<file path="config.mk">
export PLATFORM = sky130hd
export DESIGN_NAME = eight_div_module
export DESIGN_NICKNAME = d
export VERILOG_FILES = /design/src/rtl/eight_div_module.sv
export SDC_FILE = /design/constraint.sdc
export NUM_CORES = 1
export LEC_CHECK = 0
export CORE_ASPECT_RATIO = 0.8
export CORE_UTILIZATION = 50
export DETAILED_ROUTE_END_ITERATION = 6
export PLACE_DENSITY = 0.83
export RECOVER_POWER = 50
export SETUP_SLACK_MARGIN = 0.1
export SYNTH_ARGS = -nofsm -noshare
export SYNTH_HDL_FRONTEND = slang
export SYNTH_SLANG_ARGS = --single-unit
</file>
<file path="constraint.sdc">
create_clock -name clk -period 2.3 [get_ports clk]
set_input_delay 0.575 -clock clk [delete_from_list [all_inputs] [get_ports clk]]
set_output_delay 0.575 -clock clk [all_outputs]
set_load 0.05 [all_outputs]
</file>
<file path="src/rtl/eight_div_module.sv">
// eight_div_module: iterative 8-bit restoring divider, one quotient bit per clock.
// Define EIGHT_DIV_REM_EN to add the registered remainder output.
module eight_div_module #(
    parameter int WIDTH = 8
) (
    input  logic             clk,
    input  logic             rst,
    input  logic             start,
    input  logic [WIDTH-1:0] a,
    input  logic [WIDTH-1:0] b,
    output logic             busy,
    output logic             done,
    output logic [WIDTH-1:0] quotient,
    output logic             div_zero
`ifdef EIGHT_DIV_REM_EN
    ,
    output logic [WIDTH-1:0] remainder
`endif
);
    typedef enum logic [1:0] {IDLE, RUN, DONE} state_t;
    state_t state_q, state_d;
    logic [WIDTH:0] r_q, r_d, r_sh, r_sub;
    logic [WIDTH-1:0] dvd_q, dvd_d, b_q, b_d, quo_q, quo_d;
    logic [3:0] cnt_q, cnt_d;
    logic busy_q, busy_d, done_q, done_d, dz_q, dz_d, ge;
    always_comb begin
        r_sh    = {r_q[WIDTH-1:0], dvd_q[WIDTH-1]};
        ge      = r_sh >= {1'b0, b_q};
        r_sub   = ge ? r_sh - {1'b0, b_q} : r_sh;
        state_d = state_q;
        r_d     = r_q;
        dvd_d   = dvd_q;
        b_d     = b_q;
        quo_d   = quo_q;
        cnt_d   = cnt_q;
        dz_d    = dz_q;
        busy_d  = 1'b0;
        done_d  = 1'b0;
        case (state_q)
            IDLE: if (start) begin
                state_d = RUN;
                r_d     = '0;
                dvd_d   = a;
                b_d     = b;
                cnt_d   = 4'(WIDTH - 1);
                busy_d  = 1'b1;
                dz_d    = b == '0;
            end
            // dividend register doubles as the quotient shift register
            RUN: begin
                r_d    = r_sub;
                dvd_d  = {dvd_q[WIDTH-2:0], ge};
                cnt_d  = cnt_q - 4'd1;
                busy_d = cnt_q != 4'd0;
                if (cnt_q == 4'd0) begin
                    state_d = DONE;
                    done_d  = 1'b1;
                    quo_d   = {dvd_q[WIDTH-2:0], ge};
                end
            end
            default: state_d = IDLE;
        endcase
    end
    always_ff @(posedge clk) begin
        if (rst) begin
            state_q <= IDLE;
            r_q     <= '0;
            dvd_q   <= '0;
            b_q     <= '0;
            quo_q   <= '0;
            cnt_q   <= '0;
            dz_q    <= 1'b0;
            busy_q  <= 1'b0;
            done_q  <= 1'b0;
        end else begin
            state_q <= state_d;
            r_q     <= r_d;
            dvd_q   <= dvd_d;
            b_q     <= b_d;
            quo_q   <= quo_d;
            cnt_q   <= cnt_d;
            dz_q    <= dz_d;
            busy_q  <= busy_d;
            done_q  <= done_d;
        end
    end
    assign busy     = busy_q;
    assign done     = done_q;
    assign quotient = quo_q;
    assign div_zero = dz_q;
`ifdef EIGHT_DIV_REM_EN
    logic [WIDTH-1:0] rem_q, rem_d;
    assign rem_d = done_d ? r_sub[WIDTH-1:0] : rem_q;
    always_ff @(posedge clk) begin
        if (rst) rem_q <= '0;
        else     rem_q <= rem_d;
    end
    assign remainder = rem_q;
`endif
endmodule
</file>
==> flow_summary.json, run 1 <==
{
  "synth_common_cells": "dfxtp_1, nor2_1, nand2_1",
  "fin_crit_sh_pct": 88.3,
  "ir_worst_vdd_mv": 0.631,
  "grt_overflow": 0,
  "synth_top_area_cell": "dfxtp_1",
  "worstSetupEndpointType": "output port",
  "drive_gt1_share_pct": 6.97,
  "avgRoutedWirePerCell_um": 13.7,
  "maxSlewViolCount": 0,
  "vias": 1900,
  "slowest_delay_ps": 810,
  "cp_slowest_cell": "clkdlybuf4s50_1",
  "postRouteAntennaNets": 0,
  "p_leak_nw": 0.968,
  "cts_tree": "built",
  "synthArstFlopShare_pct": 0,
  "r2r_cells": 9,
  "grt_usage_pct": 24.3,
  "cp_cell_sequence": "clkdlybuf4s50_1",
  "cts_setup_buffers": 0,
  "pwr_density_cell_mw_per_mm2": 858,
  "dpl.cell_count": 334,
  "cts_buffers": 5,
  "holdPathEnd": "quotient[4]",
  "rsz0062_at_grt": "no",
  "hold_path.class": "reg -> reg",
  "max_slew_margin_pct": 55.4,
  "syn_area_per_cell_um2": 7.92,
  "setup-tns-final_ps": 0,
  "synth_ff_type": "dfxtp_1",
  "startpoint_type": "flop",
  "synth_seq_cells": 41,
  "hold_viol_final": 0,
  "drtIter0Drc": 152,
  "path_buf_inv": 1,
  "die_h_um": 59.0,
  "hold-path-cell-count": 2,
  "seq_area_um2": 821,
  "fin_nets": 315,
  "clock_sinks": 41,
  "yosys-top-cells-area": "dfxtp_1, nor2_1, nand2_1",
  "cp_data_required_time_ps": 1730,
  "tightest_slew_ps": 669,
  "synth_top_area_share_pct": 40.5,
  "htree_levels": 2,
  "synth_cell_types": 42,
  "timing.rr.start": "dvd_q[7]",
  "grt_pass1_vias": 1699,
  "path_class": "reg -> out",
  "grt_max_degree": 34,
  "postCtsHoldBufs": 0,
  "dieWidth_um": 73.2,
  "crit_family": "buffers and inverters",
  "clk_path_buf_depth": 2,
  "cts_resized": 0,
  "outcome": "completed",
  "drc": 0,
  "path_clk_slew_ps": 80,
  "std_cell_rows": 20,
  "diodes": 0,
  "pin_count": 30,
  "grt_pass1_wl_um": 7890,
  "critPathMaxFanout": 2,
  "hpwl_um": 3490,
  "yosys_warnings": 0,
  "seq_area_frac_synth_pct": 40.5,
  "multi_input_area_mm2": 0.00110,
  "synth_fp_nets": 285,
  "fill_cells": 317,
  "insertion_delay_ps": 300,
  "drtPass1Iterations": 4,
  "io_buffers": 29,
  "min_from": "quotient[4]",
  "r2r_slack_ps": 280,
  "clock_skew_ps": 6.62,
  "finalNonFillerCells": 342,
  "period_minus_slack_ps": 2030,
  "fmax_mhz": 492,
  "maxCapViolCount": 0,
  "die_area_mm2": 0.00431,
  "synth_edf_count": 0,
  "syn_area_mm2": 0.00203,
  "drt-vias-per-instance": 5.56,
  "drt_wl_total_um": 4690,
  "finalSetupViolations": 0,
  "synthToLayoutAreaGrowth_pct": 22.5,
  "syn_inst": 256,
  "place_congestion": 0.832,
  "crit_arrival_ps": 1460,
  "core_mm2": 0.00383,
  "start_util_pct": 52.9,
  "root_buffer": "clkbuf_8",
  "antenna_found_initial": 0,
  "r2r_end": "r_q[6]"
}
==> state kept, by name, indices dropped and copies added, names as in the netlist <==
| signal | flops |
|---|---|
| quotient | 8 |
| dvd_q | 8 |
| b_q | 8 |
| busy | 1 |
| div_zero | 1 |
| state_q | 2 |
| cnt_q | 4 |
| done | 1 |
| r_q | 8 |
==> layout by cell type, fill, tap and decap left out, types with 6 or more instances in the layout <==
| cell type | instances |
|---|---|
| a21oi_1 | 25 |
| a2bb2oi_1 | 7 |
| o21ai_1 | 6 |
| nand2_1 | 34 |
| dfxtp_1 | 41 |
| clkbuf_8 | 6 |
| inv_1 | 13 |
| nor3_1 | 12 |
| nand3_1 | 8 |
| clkdlybuf4s50_1 | 28 |
| nor2_1 | 41 |
| ha_1 | 9 |
==> area by class of cell <==
class                      instances  area share (%)
multi-input combinational        189            44.3
sequential                        41            33.0
clock buffer                       7            3.48
tap                               55            2.77
clock inverter                     1            1.21
inverter                          14            2.12
timing repair buffer              35            13.1
==> power breakdown <==
| part | internal (mW) | leakage, nW | switching, mW | total, mW |
|---|---|---|---|---|
| logic | 0.285 | 0.573 | 0.415 | 0.699 |
| clock network | 0.354 | 0.0585 | 0.245 | 0.599 |
| registers | 0.777 | 0.336 | 0.0559 | 0.833 |
| total | 1.42 | 0.968 | 0.715 | 2.13 |
==> routing by layer <==
layer  wire, um  track usage, %  share of wire (%)
met1       2270            35.0                 48
met2       1990            35.6                 42
met3        364            4.79                7.8
met4         68            10.1                1.4
met5          0               0                  0
==> worst max path at each step <==
stage / start / end / cells after the start
4_1_cts: quotient[1] / quotient[1] / 1
3_5_place_dp: dvd_q[7] / r_q[6] / 9
3_3_place_gp: start / div_zero / 6
6_report: quotient[1] / quotient[1] / 1
5_1_grt: b_q[4] / dvd_q[0] / 8
2_1_floorplan: b_q[1] / r_q[7] / 8
==> per-stage QoR <==
stage | worst slack, ps | total power, mW | utilization [%] | hold slack [ps] | instance area (um^2)
floorplan | 499 | 1.39 | - | 436 | 2030
finish | 268 | 2.13 | 64.9 | 456 | 2480
global placement | 355 | 1.52 | 62.1 | 444 | 2380
global route | 133 | 2.25 | 64.9 | 480 | 2480
detailed placement | 329 | 1.54 | 62.1 | 446 | 2380
CTS | 260 | 2.13 | 65.1 | 456 | 2490
==> cells by family (layout without fill, tap and decap cells) <==
kind of cell	Yosys count	count (layout)	share of synthesized area [%]
AOI/OAI and AO/OA	62	62	20.7
xor gates and xnor gates	2	2	0.864
adders and majority gates	10	10	6.54
buffers and inverters	26	57	5.25
DFF	41	41	40.5
muxes	4	4	1.98
and+or+nand+nor	111	111	24.1
Note: power is estimated with default switching activity, not from simulation.
==> inputs of run 2 (changes only) <==
--- a/config.mk
+++ b/config.mk
@@ -5,10 +5,13 @@
 export SDC_FILE = /design/constraint.sdc
 export NUM_CORES = 1
 export LEC_CHECK = 0
+export CELL_PAD_IN_SITES_DETAIL_PLACEMENT = 0
+export CELL_PAD_IN_SITES_GLOBAL_PLACEMENT = 1
 export CORE_ASPECT_RATIO = 0.8
-export CORE_UTILIZATION = 50
+export CORE_UTILIZATION = 39
 export DETAILED_ROUTE_END_ITERATION = 6
-export PLACE_DENSITY = 0.83
+export GPL_TIMING_DRIVEN = 0
+export PLACE_DENSITY = 0.86
 export RECOVER_POWER = 50
 export SETUP_SLACK_MARGIN = 0.1
 export SYNTH_ARGS = -nofsm -noshare
==> flow_summary.json, run 2 (synthesized netlist as in run 1, its figures left out) <==
{
  "outcome": "completed",
  "place_congestion": 0.796,
  "insertion_delay_ps": 290,
  "holdWs_ps": 456,
  "grt_pass1_wl_um": 7720,
  "htree_levels": 2,
  "path_class": "reg -> out",
  "setup-tns-final_ps": 0,
  "maxSlewViolCount": 0,
  "cts_setup_buffers": 0,
  "hold_path.class": "reg -> reg",
  "r2r_end": "dvd_q[0]",
  "timing.rr.start": "r_q[5]",
  "place_ws_ps": 180,
  "startpoint_type": "flop",
  "min_from": "quotient[4]",
  "finalNonFillerCells": 355,
  "hold_viol_final": 0,
  "fin_crit_sh_pct": 89.4,
  "core_mm2": 0.00501,
  "critPathMaxFanout": 2,
  "tightest_slew_ps": 690,
  "start_util_pct": 40.5,
  "grt_overflow": 0,
  "drt-vias-per-instance": 5.15,
  "fin_util_pct": 49.2,
  "avgRoutedWirePerCell_um": 13.5,
  "r2r_cells": 8,
  "hold-path-cell-count": 2,
  "die_h_um": 66.5,
  "postCtsHoldBufs": 0,
  "ir_worst_vdd_mv": 0.484,
  "period_minus_slack_ps": 2060,
  "cts_resized": 0,
  "grt_max_degree": 12,
  "holdPathEnd": "quotient[4]",
  "die_area_mm2": 0.00549,
  "cts_tree": "built",
  "fmax_mhz": 486,
  "root_buffer": "clkbuf_8",
  "worstSetupEndpointType": "output port",
  "drt_wl_total_um": 4790,
  "clock_skew_ps": 6.13,
  "fin_ws_ps": 244,
  "fin_nets": 321,
  "cp_data_required_time_ps": 1730,
  "io_buffers": 27,
  "std_cell_rows": 23,
  "grt_usage_pct": 19.0,
  "drc": 0,
  "p_leak_nw": 0.952,
  "max_slew_margin_pct": 53.8,
  "drive_gt1_share_pct": 5.80,
  "path_buf_inv": 1,
  "drtIter0Drc": 145,
  "rsz0062_at_grt": "no",
  "pin_count": 30,
  "path_clk_slew_ps": 70,
  "crit_arrival_ps": 1480,
  "cp_cell_sequence": "clkdlybuf4s50_1",
  "maxCapViolCount": 0,
  "slowest_delay_ps": 820,
  "grt_pass1_vias": 1608,
  "hpwl_um": 3500,
  "antenna_found_initial": 0,
  "drtPass1Iterations": 4,
  "dpl.cell_count": 345,
  "vias": 1827,
  "synthToLayoutAreaGrowth_pct": 21.5,
  "fill_cells": 501,
  "postRouteAntennaNets": 0,
  "finalSetupViolations": 0,
  "layout_common_cells": "nor2_1, dfxtp_1, nand2_1",
  "clk_path_buf_depth": 2,
  "cp_slowest_cell": "clkdlybuf4s50_1",
  "r2r_slack_ps": 320,
  "dieWidth_um": 82.6,
  "clock_sinks": 41,
  "cts_buffers": 5,
  "layout_commonest_cell": "nor2_1",
  "crit_family": "buffers and inverters",
  "pwr_density_cell_mw_per_mm2": 836,
  "diodes": 0
}
run 2: how the worst max path moves through the flow:
stage	start	to	cells after the start
finish	quotient[1]	quotient[1]	1
global route	cnt_q[0]	quotient[7]	7
CTS	b_q[4]	dvd_q[0]	9
detailed placement	start	r_q[5]	6
global placement	start	r_q[5]	6
floorplan	b_q[1]	r_q[7]	8
run 2: worst min-delay path, cell delays in order, from the launching register on:
cell and delay [ps]:
dfxtp_1 310, nand2_1 50, a21oi_1 50
run 2: cell type report:
cell class | instances | area (um^2) | area share (%)
sequential | 41 | 821 | 33.3
clock buffer | 8 | 80.1 | 3.25
multi-input combinational | 189 | 1100 | 44.5
timing repair buffer | 29 | 285 | 11.6
inverter | 14 | 52.6 | 2.13
buffer | 12 | 50.0 | 2.03
tap | 62 | 77.6 | 3.15
run 2: power breakdown:
part / total (mW) / switching [mW] / internal (mW)
combinational: 0.771 / 0.440 / 0.330
sequential: 0.828 / 0.0513 / 0.777
clock: 0.460 / 0.244 / 0.216
total: 2.06 / 0.736 / 1.32
run 2: routing by layer:
layer	up-vias	routed length, um	global-route usage, %
li1	961	-	-
met1	826	2580	29.2
met2	38	1960	26.3
met3	2	219	3.84
met4	0	27	5.17
met5	-	0	0
run 2: stage by stage:
stage               cell area [um^2]  total power [mW]
CTS                             2450              2.02
global placement                2370              1.56
finish                          2460              2.06
detailed placement              2370              1.57
global route                    2460              2.20
floorplan                       2030              1.39
==> inputs of run 3 (changes only) <==
--- a/config.mk
+++ b/config.mk
@@ -10,6 +10,7 @@
 export CORE_ASPECT_RATIO = 0.8
 export CORE_UTILIZATION = 39
 export DETAILED_ROUTE_END_ITERATION = 6
+export GPL_ROUTABILITY_DRIVEN = 0
 export GPL_TIMING_DRIVEN = 0
 export PLACE_DENSITY = 0.86
 export RECOVER_POWER = 50
==> results of run 3 <==
No change in the layout: final DEF, timing and power equal those of run 2.
